==> src/rtl/fetch_sequencer.sv <==
// Instruction fetch sequencer: issues word addresses to a one-cycle-latency instruction memory,
// presents fetched words behind a one-entry skid buffer, and handles redirects and end-of-memory.
module fetch_sequencer #(
    parameter int unsigned MEM_DEPTH = 30,
    parameter int unsigned RESET_PC  = 0
) (
    input  logic        clk,
    input  logic        rst_n,
    input  logic        stall,
    input  logic        redirect_valid,
    input  logic [31:0] redirect_pc,
    output logic [31:0] imem_addr,
    input  logic [31:0] imem_instr,
    output logic        if_valid,
    output logic [31:0] if_instr,
    output logic [31:0] if_pc,
    output logic        halted,
    output logic        fetch_err,
    output logic [15:0] retired_cnt
);

    localparam logic [31:0] DepthW   = 32'(MEM_DEPTH);
    localparam logic [31:0] ResetPcW = 32'(RESET_PC);

    typedef enum logic [1:0] {
        StFetch = 2'd0,
        StDrain = 2'd1,
        StHalt  = 2'd2
    } state_e;

    state_e      state_q, state_d;
    logic [31:0] fpc_q, fpc_d;
    logic        pend_q, pend_d;
    logic [31:0] pend_pc_q, pend_pc_d;
    logic        skid_v_q, skid_v_d;
    logic [31:0] skid_instr_q, skid_instr_d;
    logic [31:0] skid_pc_q, skid_pc_d;
    logic        if_valid_q, if_valid_d;
    logic [31:0] if_instr_q, if_instr_d;
    logic [31:0] if_pc_q, if_pc_d;
    logic        halted_q, halted_d;
    logic        fetch_err_q, fetch_err_d;
    logic [15:0] retired_cnt_q, retired_cnt_d;

    logic issue;
    logic accept;

    always_comb begin
        state_d       = state_q;
        fpc_d         = fpc_q;
        pend_d        = 1'b0;
        pend_pc_d     = pend_pc_q;
        skid_v_d      = skid_v_q;
        skid_instr_d  = skid_instr_q;
        skid_pc_d     = skid_pc_q;
        if_valid_d    = if_valid_q;
        if_instr_d    = if_instr_q;
        if_pc_d       = if_pc_q;
        fetch_err_d   = fetch_err_q;
        retired_cnt_d = retired_cnt_q;

        accept = if_valid_q && !stall;
        issue  = (state_q == StFetch) && (fpc_q < DepthW) && !skid_v_q
                 && !(stall && if_valid_q && pend_q) && !redirect_valid;

        if (redirect_valid) begin
            // Flush everything in flight; the flushed output word is never counted.
            if_valid_d = 1'b0;
            skid_v_d   = 1'b0;
            fpc_d      = redirect_pc;
            if (redirect_pc >= DepthW) begin
                fetch_err_d = 1'b1;
                state_d     = StDrain;
            end else begin
                state_d = StFetch;
            end
        end else begin
            if (issue) begin
                fpc_d     = fpc_q + 32'd1;
                pend_d    = 1'b1;
                pend_pc_d = fpc_q;
            end

            if (stall && if_valid_q && pend_q) begin
                skid_v_d     = 1'b1;
                skid_instr_d = imem_instr;
                skid_pc_d    = pend_pc_q;
            end

            if (!if_valid_q || !stall) begin
                if (skid_v_q) begin
                    if_valid_d = 1'b1;
                    if_instr_d = skid_instr_q;
                    if_pc_d    = skid_pc_q;
                    skid_v_d   = 1'b0;
                end else if (pend_q) begin
                    if_valid_d = 1'b1;
                    if_instr_d = imem_instr;
                    if_pc_d    = pend_pc_q;
                end else begin
                    if_valid_d = 1'b0;
                end
            end

            if (accept && (retired_cnt_q != 16'hFFFF)) begin
                retired_cnt_d = retired_cnt_q + 16'd1;
            end

            case (state_q)
                StFetch: if (fpc_q >= DepthW) state_d = StDrain;
                StDrain: if (!pend_q && !skid_v_q && !if_valid_q) state_d = StHalt;
                StHalt:  state_d = StHalt;
                default: state_d = StFetch;
            endcase
        end

        halted_d = (state_d == StHalt);
    end

    always_ff @(posedge clk or negedge rst_n) begin
        if (!rst_n) begin
            state_q       <= StFetch;
            fpc_q         <= ResetPcW;
            pend_q        <= 1'b0;
            pend_pc_q     <= 32'd0;
            skid_v_q      <= 1'b0;
            skid_instr_q  <= 32'd0;
            skid_pc_q     <= 32'd0;
            if_valid_q    <= 1'b0;
            if_instr_q    <= 32'd0;
            if_pc_q       <= 32'd0;
            halted_q      <= 1'b0;
            fetch_err_q   <= 1'b0;
            retired_cnt_q <= 16'd0;
        end else begin
            state_q       <= state_d;
            fpc_q         <= fpc_d;
            pend_q        <= pend_d;
            pend_pc_q     <= pend_pc_d;
            skid_v_q      <= skid_v_d;
            skid_instr_q  <= skid_instr_d;
            skid_pc_q     <= skid_pc_d;
            if_valid_q    <= if_valid_d;
            if_instr_q    <= if_instr_d;
            if_pc_q       <= if_pc_d;
            halted_q      <= halted_d;
            fetch_err_q   <= fetch_err_d;
            retired_cnt_q <= retired_cnt_d;
        end
    end

    assign imem_addr   = fpc_q;
    assign if_valid    = if_valid_q;
    assign if_instr    = if_instr_q;
    assign if_pc       = if_pc_q;
    assign halted      = halted_q;
    assign fetch_err   = fetch_err_q;
    assign retired_cnt = retired_cnt_q;

endmodule
==> config.mk <==
export PLATFORM = sky130hd
export DESIGN_NAME = fetch_sequencer
export DESIGN_NICKNAME = d
export VERILOG_FILES = /design/src/rtl/fetch_sequencer.sv
export SDC_FILE = /design/constraint.sdc
export NUM_CORES = 1
export LEC_CHECK = 0
export ABC_AREA = 1
export CORE_MARGIN = 5
export CORE_UTILIZATION = 30
export DETAILED_ROUTE_END_ITERATION = 8
export PLACE_DENSITY = 0.5
export SYNTH_ARGS = -nofsm -noshare
export SYNTH_HDL_FRONTEND = slang
export SYNTH_SLANG_ARGS = --single-unit
export TNS_END_PERCENT = 5
==> constraint.sdc <==
create_clock -name clk -period 3.7 [get_ports clk]
set_input_delay 0.555 -clock clk [delete_from_list [all_inputs] [get_ports clk]]
set_output_delay 0.555 -clock clk [all_outputs]
set_load 0.02 [all_outputs]
==> run metrics, run 1 <==
HPWL Detailed=between 15000 and 20000 um; Worst Tran Pin Value=roughly 0.93 ns; CTS Hold Bufs=0; Die Y=186.5 um; clk_lat worst skew=roughly 0.53 ns; Worst setup SP type=flop; Hold WC Path Type=input pin to asynchronous set/reset pin; Residual DRC=0; Final Wtd Congestion=roughly 0.8; Comb pwr share=6.6%; Die ar.=34760 um^2; Critical Path AT=2.76 ns; Switching Fraction=22.30%; fillcell total=3099; DR vias/cell=4.389; average instance area after synthesis=between 8 and 9 um^2; Layout Skew=0.01288 ns; TritonCTS sink count=215; CTS tree=yes; reg-to-reg setup timing slack=between 1 and 1.5 ns; CP Cell Sequence=inv_1 > nand2_1 > nor2_1 > nand2_1 > nor2_2 > nand4_2 > o21ai_0; nets=1370; slowest stage cell, crit path=nand4_2; r2r startpoint=imem_addr[6]; switching power=1.261 mW; Yosys reg bits=215; worst path bufs/invs=1; Final Critical Period=2.351 ns; Iteration-0 DRC Markers=517; post-CTS resize count=0; Fin Hold WS=0.05555 ns; syn nets=~1200; fin. max-slew vios=0; PnR worst setup slack=1.349 ns; setup_tns=0 ns; number of port buffers=182; Max Buffers Root-to-Sink=3; Peak Freq=0.4254 GHz; diodes inserted=0; gr ovfl total=0; Ys Warns=0; synthesized netlist cell count=1134; Max-slew headroom=a little under two fifths; path depth of the worst reg2reg path=7; Initial Utilization=30.45%; Initial DRT Pass Iterations=5; CP required=4.11 ns; async set or reset register ratio after synthesis=100.0%; critical path type=flop to flop; Post-Layout Cell Count=1715; total wire length=23770 um; maximum number of pins on one net before global-route repair=97; Placed Instances=between 1500 and 2000; leakage power figure=around 6 nW; register area share after synthesis=57.60%; Ports=183; Core Area=roughly 30000 um^2; initial antenna violation count=0; layout cell share with drive strength beyond 1=5.231%; number of global-route vias before repair=7699; RSZ-0062 raised after global routing=false; PD cells=between 400 and 500 nW/um^2; status=complete, no violations; vias=approximately 7500; final hold vios=0; area delta synth->final=34.00%; Max IR drop VDD=299.7 uV; Place WS=0.8620 ns; top_reg_cell synth=dfrtp_1; max cap viols=0; root buf cell=clkbuf_16; post-synth cell types=28; first-pass GRT wire length=40480 um; cell mode on critical path=nand2_1; clk slew on worst S/H paths=0.06 ns; Pint=4.393 mW; number of synthesized flops with an enable pin=0; GRT Overall Usage=around 14%; Tcrit/Tclk final=63.54%; H-Tree Depth=1; Synth Cell Area=9340 um^2; die width=186.5 um; Post CTS Setup Buffer Count=0; CP max stage delay=0.78 ns; routed wire length per instance=between 10 and 15 um; num rows=64; Num CTS Buffers=26; Seq pwr share=a little over two fifths; count of final setup violators=0; post-layout power=5.655 mW; Post-DRT Antenna Nets=0; reg-to-reg endpoint=pend_pc_q[3]; cell family with most CP delay=simple AND/OR/NAND/NOR gates; Clock power frac=50.6%; Max FO, Critical Path=33; CP endpoint kind=flop
-- placed cells by master, fill, tap and decap left out, types with 2 or more instances in the layout --
| cell | netlist | layout |
|---|---|---|
| a211oi_1 | 2 | 2 |
| buf_12 | 0 | 3 |
| buf_4 | 3 | 6 |
| bufinv_16 | 0 | 5 |
| clkbuf_1 | 24 | 3 |
| clkbuf_16 | 0 | 27 |
| clkbuf_8 | 0 | 8 |
| clkdlybuf4s50_1 | 0 | 181 |
| clkinv_2 | 0 | 2 |
| clkinvlp_4 | 0 | 2 |
| dfrtp_1 | 215 | 214 |
| ha_1 | 3 | 3 |
| inv_1 | 145 | 145 |
| inv_2 | 2 | 2 |
| nand2_1 | 437 | 436 |
| nand2_4 | 1 | 2 |
| nand3_1 | 35 | 35 |
| nand3b_1 | 2 | 2 |
| nand4_1 | 6 | 6 |
| nor2_1 | 30 | 29 |
| nor2_2 | 3 | 3 |
| nor3_1 | 10 | 10 |
| nor4_1 | 2 | 2 |
| o21ai_0 | 162 | 162 |
| o22ai_1 | 8 | 8 |
| xnor2_1 | 2 | 2 |
| xor2_1 | 10 | 10 |
-- layout make-up --
class                   instances  area [um^2]  area share [%]
inverters                     147        551.8           4.409
clock inverters                10        183.9           1.470
clock buffers                  38        797.0           6.368
repair buffers                191         1932           15.44
flip-flops and latches        215         5384           43.02
well taps                     396        495.5           3.959
multi-input cells             718         3172           25.34
-- cells by family after synthesis --
group / after synthesis / share of synthesized area, %
fa+ha+maj: 3 / 0.4019
xor+xnor: 12 / 1.125
compound gates: 172 / 9.377
buf+inv: 201 / 8.600
simple gates: 531 / 22.89
flops: 215 / 57.60
-- power groups by stage --
stage               clock (mW)  sequential [mW]  combinational (mW)
floorplan                    0             2.50              0.0980
global placement             0             2.46               0.382
detailed placement           0             2.46               0.379
CTS                       2.97             2.42               0.382
global route              3.06             2.43               0.416
finish                    2.86             2.42               0.372
-- stage by stage --
step	util, %	area (um^2)
floorplan	-	9340
global placement	37.61	11530
detailed placement	37.61	11530
CTS	40.81	12520
global route	40.81	12520
finish	40.81	12520
-- layer usage --
metal / global-route usage [%] / routed length, um
met3: 4.148 / 1781
met4: 3.167 / 494
met2: 20.00 / 9570
met1: 19.65 / 11930
met5: 0 / 0
-- sequential cells by signal, summed over array words and instances (netlist names), 2 cells and up --
| signal | flops |
|---|---|
| if_instr | 32 |
| if_pc | 32 |
| imem_addr | 32 |
| pend_pc_q | 32 |
| skid_instr_q | 32 |
| skid_pc_q | 32 |
| retired_cnt | 16 |
| state_q | 2 |
-- how the worst max path moves through the flow --
stage | startpoint | to | slack, ns | cells after the start
floorplan | retired_cnt[0] | retired_cnt[8] | 1.96 | 9
global placement | stall | pend_pc_q[3] | 0.94 | 6
detailed placement | stall | pend_pc_q[3] | 0.86 | 6
CTS | imem_addr[6] | pend_pc_q[3] | 1.21 | 7
global route | imem_addr[6] | pend_pc_q[3] | 1.06 | 7
finish | imem_addr[6] | pend_pc_q[3] | 1.35 | 7
-- cells in the mapped netlist, drive strengths merged, types with 2 or more instances --
master / instances / share of area (%)
xnor2: 2 / 0.19
nand2: 438 / 18
nand3: 37 / 2.2
dfrtp: 215 / 58
xor2: 10 / 0.94
nor2: 33 / 1.4
ha: 3 / 0.40
nor3: 11 / 0.71
nor4: 2 / 0.13
o22ai: 8 / 0.54
nand4: 7 / 0.54
o21ai: 162 / 8.7
inv: 147 / 5.9
nand3b: 2 / 0.16
a211oi: 2 / 0.16
buf: 30 / 1.7
clkbuf: 24 / 0.96
Power figures use the tool's default switching activity.
==> run 2, diff against run 1 <==
PLACE_DENSITY = 0.52   (was 0.5)
clock period = 2.03 ns   (was 3.7 ns; I/O delays follow)
==> run 2 against run 1 <==
Global-route usage is 0.11 points lower. Clock-buffer cell count grew 1. Critical path depth is 6 lower. Total power grew 65%. Combinational power is 87% higher. Cell count is 0.41% higher.
==> run metrics, run 2 (synthesis gave the netlist of run 1 again) <==
status=complete, no violations; Max Buffers Root-to-Sink=3; first-pass GRT wire length=40120 um; maximum number of pins on one net before global-route repair=129; Place WS=0.1501 ns; CTS tree=yes; Layout Skew=about 0.01 ns; max cap viols=0; Worst setup SP type=flop; Residual DRC=0; die width=186.5 um; most frequent cells in the layout=nand2_1 (436), dfrtp_1 (214), clkdlybuf4s50_1 (180), o21ai_0 (162), inv_1 (145); worst path bufs/invs=1; clk slew on worst S/H paths=roughly 0.060 ns; HPWL Detailed=15730 um; Core Area=~30000 um^2; vias=about 7500; PnR worst setup slack=0.1031 ns; diodes inserted=0; Initial Utilization=between 30% and 40%; Max FO, Critical Path=6; CP endpoint kind=output pin; cell family with most CP delay=buffers and inverters; layout cell share with drive strength beyond 1=under 10%; num rows=64; Die ar.=34760 um^2; CP Cell Sequence=clkdlybuf4s50_1; post-layout power=9.352 mW; most common cell after layout, fill and taps aside=nand2_1; slowest stage cell, crit path=clkdlybuf4s50_1; Die Y=186.5 um; Final Wtd Congestion=~0.82; leakage power figure=approximately 6.1 nW; GRT Overall Usage=between 10% and 20%; Critical Path AT=1.62 ns; DR vias/cell=4.346; Initial DRT Pass Iterations=4; Max-slew headroom=66.86%; Tcrit/Tclk final=94.92%; root buf cell=clkbuf_16; Final Critical Period=roughly 1.9 ns; number of port buffers=approximately 180; clk_lat worst skew=0.51 ns; Post-DRT Antenna Nets=0; number of global-route vias before repair=7651; setup_tns=0 ns; PD cells=749.0 nW/um^2; r2r startpoint=retired_cnt[0]; routed wire length per instance=13.70 um; initial antenna violation count=0; critical path type=flop to output pin; fin. max-slew vios=0; Worst Tran Pin Value=0.4971 ns; RSZ-0062 raised after global routing=false; area delta synth->final=33.69%; TritonCTS sink count=215; Ports=roughly 180; gr ovfl total=0; Iteration-0 DRC Markers=442; reg-to-reg setup timing slack=around 0.24 ns; path depth of the worst reg2reg path=9; reg-to-reg endpoint=retired_cnt[12]; Num CTS Buffers=26; final hold vios=0; count of final setup violators=0; nets=1383; CP max stage delay=roughly 0.66 ns; total wire length=23590 um; CP required=1.73 ns; H-Tree Depth=1; Post CTS Setup Buffer Count=0; Peak Freq=0.5190 GHz; Hold WC Path Type=input pin to asynchronous set/reset pin; Max IR drop VDD=about 550 uV
-- run 2: changes by cell type in the layout (fill, tap and decap cells not counted), moves of 4 or more --
| cell | previous run | this run |
|---|---|---|
| buf_12 | 3 | 9 |
| buf_4 | 6 | 12 |
| bufinv_16 | 5 | 0 |
| clkbuf_1 | 3 | 8 |
| clkbuf_8 | 8 | 4 |
-- run 2: where the power goes --
part,leakage (nW),internal [mW],switching [mW],total (mW)
clock network,0.379,2.55,1.69,4.24
logic,2.81,0.317,0.381,0.697
registers,2.90,4.36,0.0590,4.41
total,6.09,7.22,2.13,9.35
-- run 2: stage by stage --
stage	util (%)	hold slack, ns	cells	area [um^2]
final	40.71	0.2974	1722	12490
after detailed placement	38.15	0.2523	1679	11700
after global placement	38.15	0.2531	1679	11700
after CTS	40.71	0.2856	1722	12490
after global routing	40.71	0.3176	1722	12490
after floorplan	-	0.008909	1134	9340
-- run 2: timing repair --
item / 4_1_cts / 5_1_grt
resized for setup: 1 / 0
endpoints found under the hold margin: 40 / 0
hold buffers: 1 / 0
endpoints found under the setup margin: 1 / 0
-- run 2: routing by layer --
metal | part of all wire (%) | up-vias | track usage, %
met3 | 8.0 | 32 | 4.559
met2 | 41 | 179 | 19.99
met5 | 0 | - | 0
met4 | 1.6 | 0 | 2.859
met1 | 49 | 3417 | 19.22
li1 | - | 3856 | -
-- run 2: worst max-delay path by stage --
stage                    start              end  cells after the start
3_5_place_dp             stall    skid_pc_q[17]                      7
4_1_cts           imem_addr[2]     imem_addr[2]                      2
6_report       retired_cnt[10]  retired_cnt[10]                      1
3_3_place_gp             stall    skid_pc_q[16]                      7
5_1_grt           imem_addr[2]     imem_addr[2]                      2
2_1_floorplan   retired_cnt[0]   retired_cnt[8]                      9
-- run 2: area by class of cell --
cell class,count,area [um^2]
clock buffer,39,760.7
multi-input combinational,718,3172
fill,3131,18180
timing repair buffer,204,2106
sequential,215,5384
clock inverter,3,17.52
inverter,147,551.8
tap,396,495.5
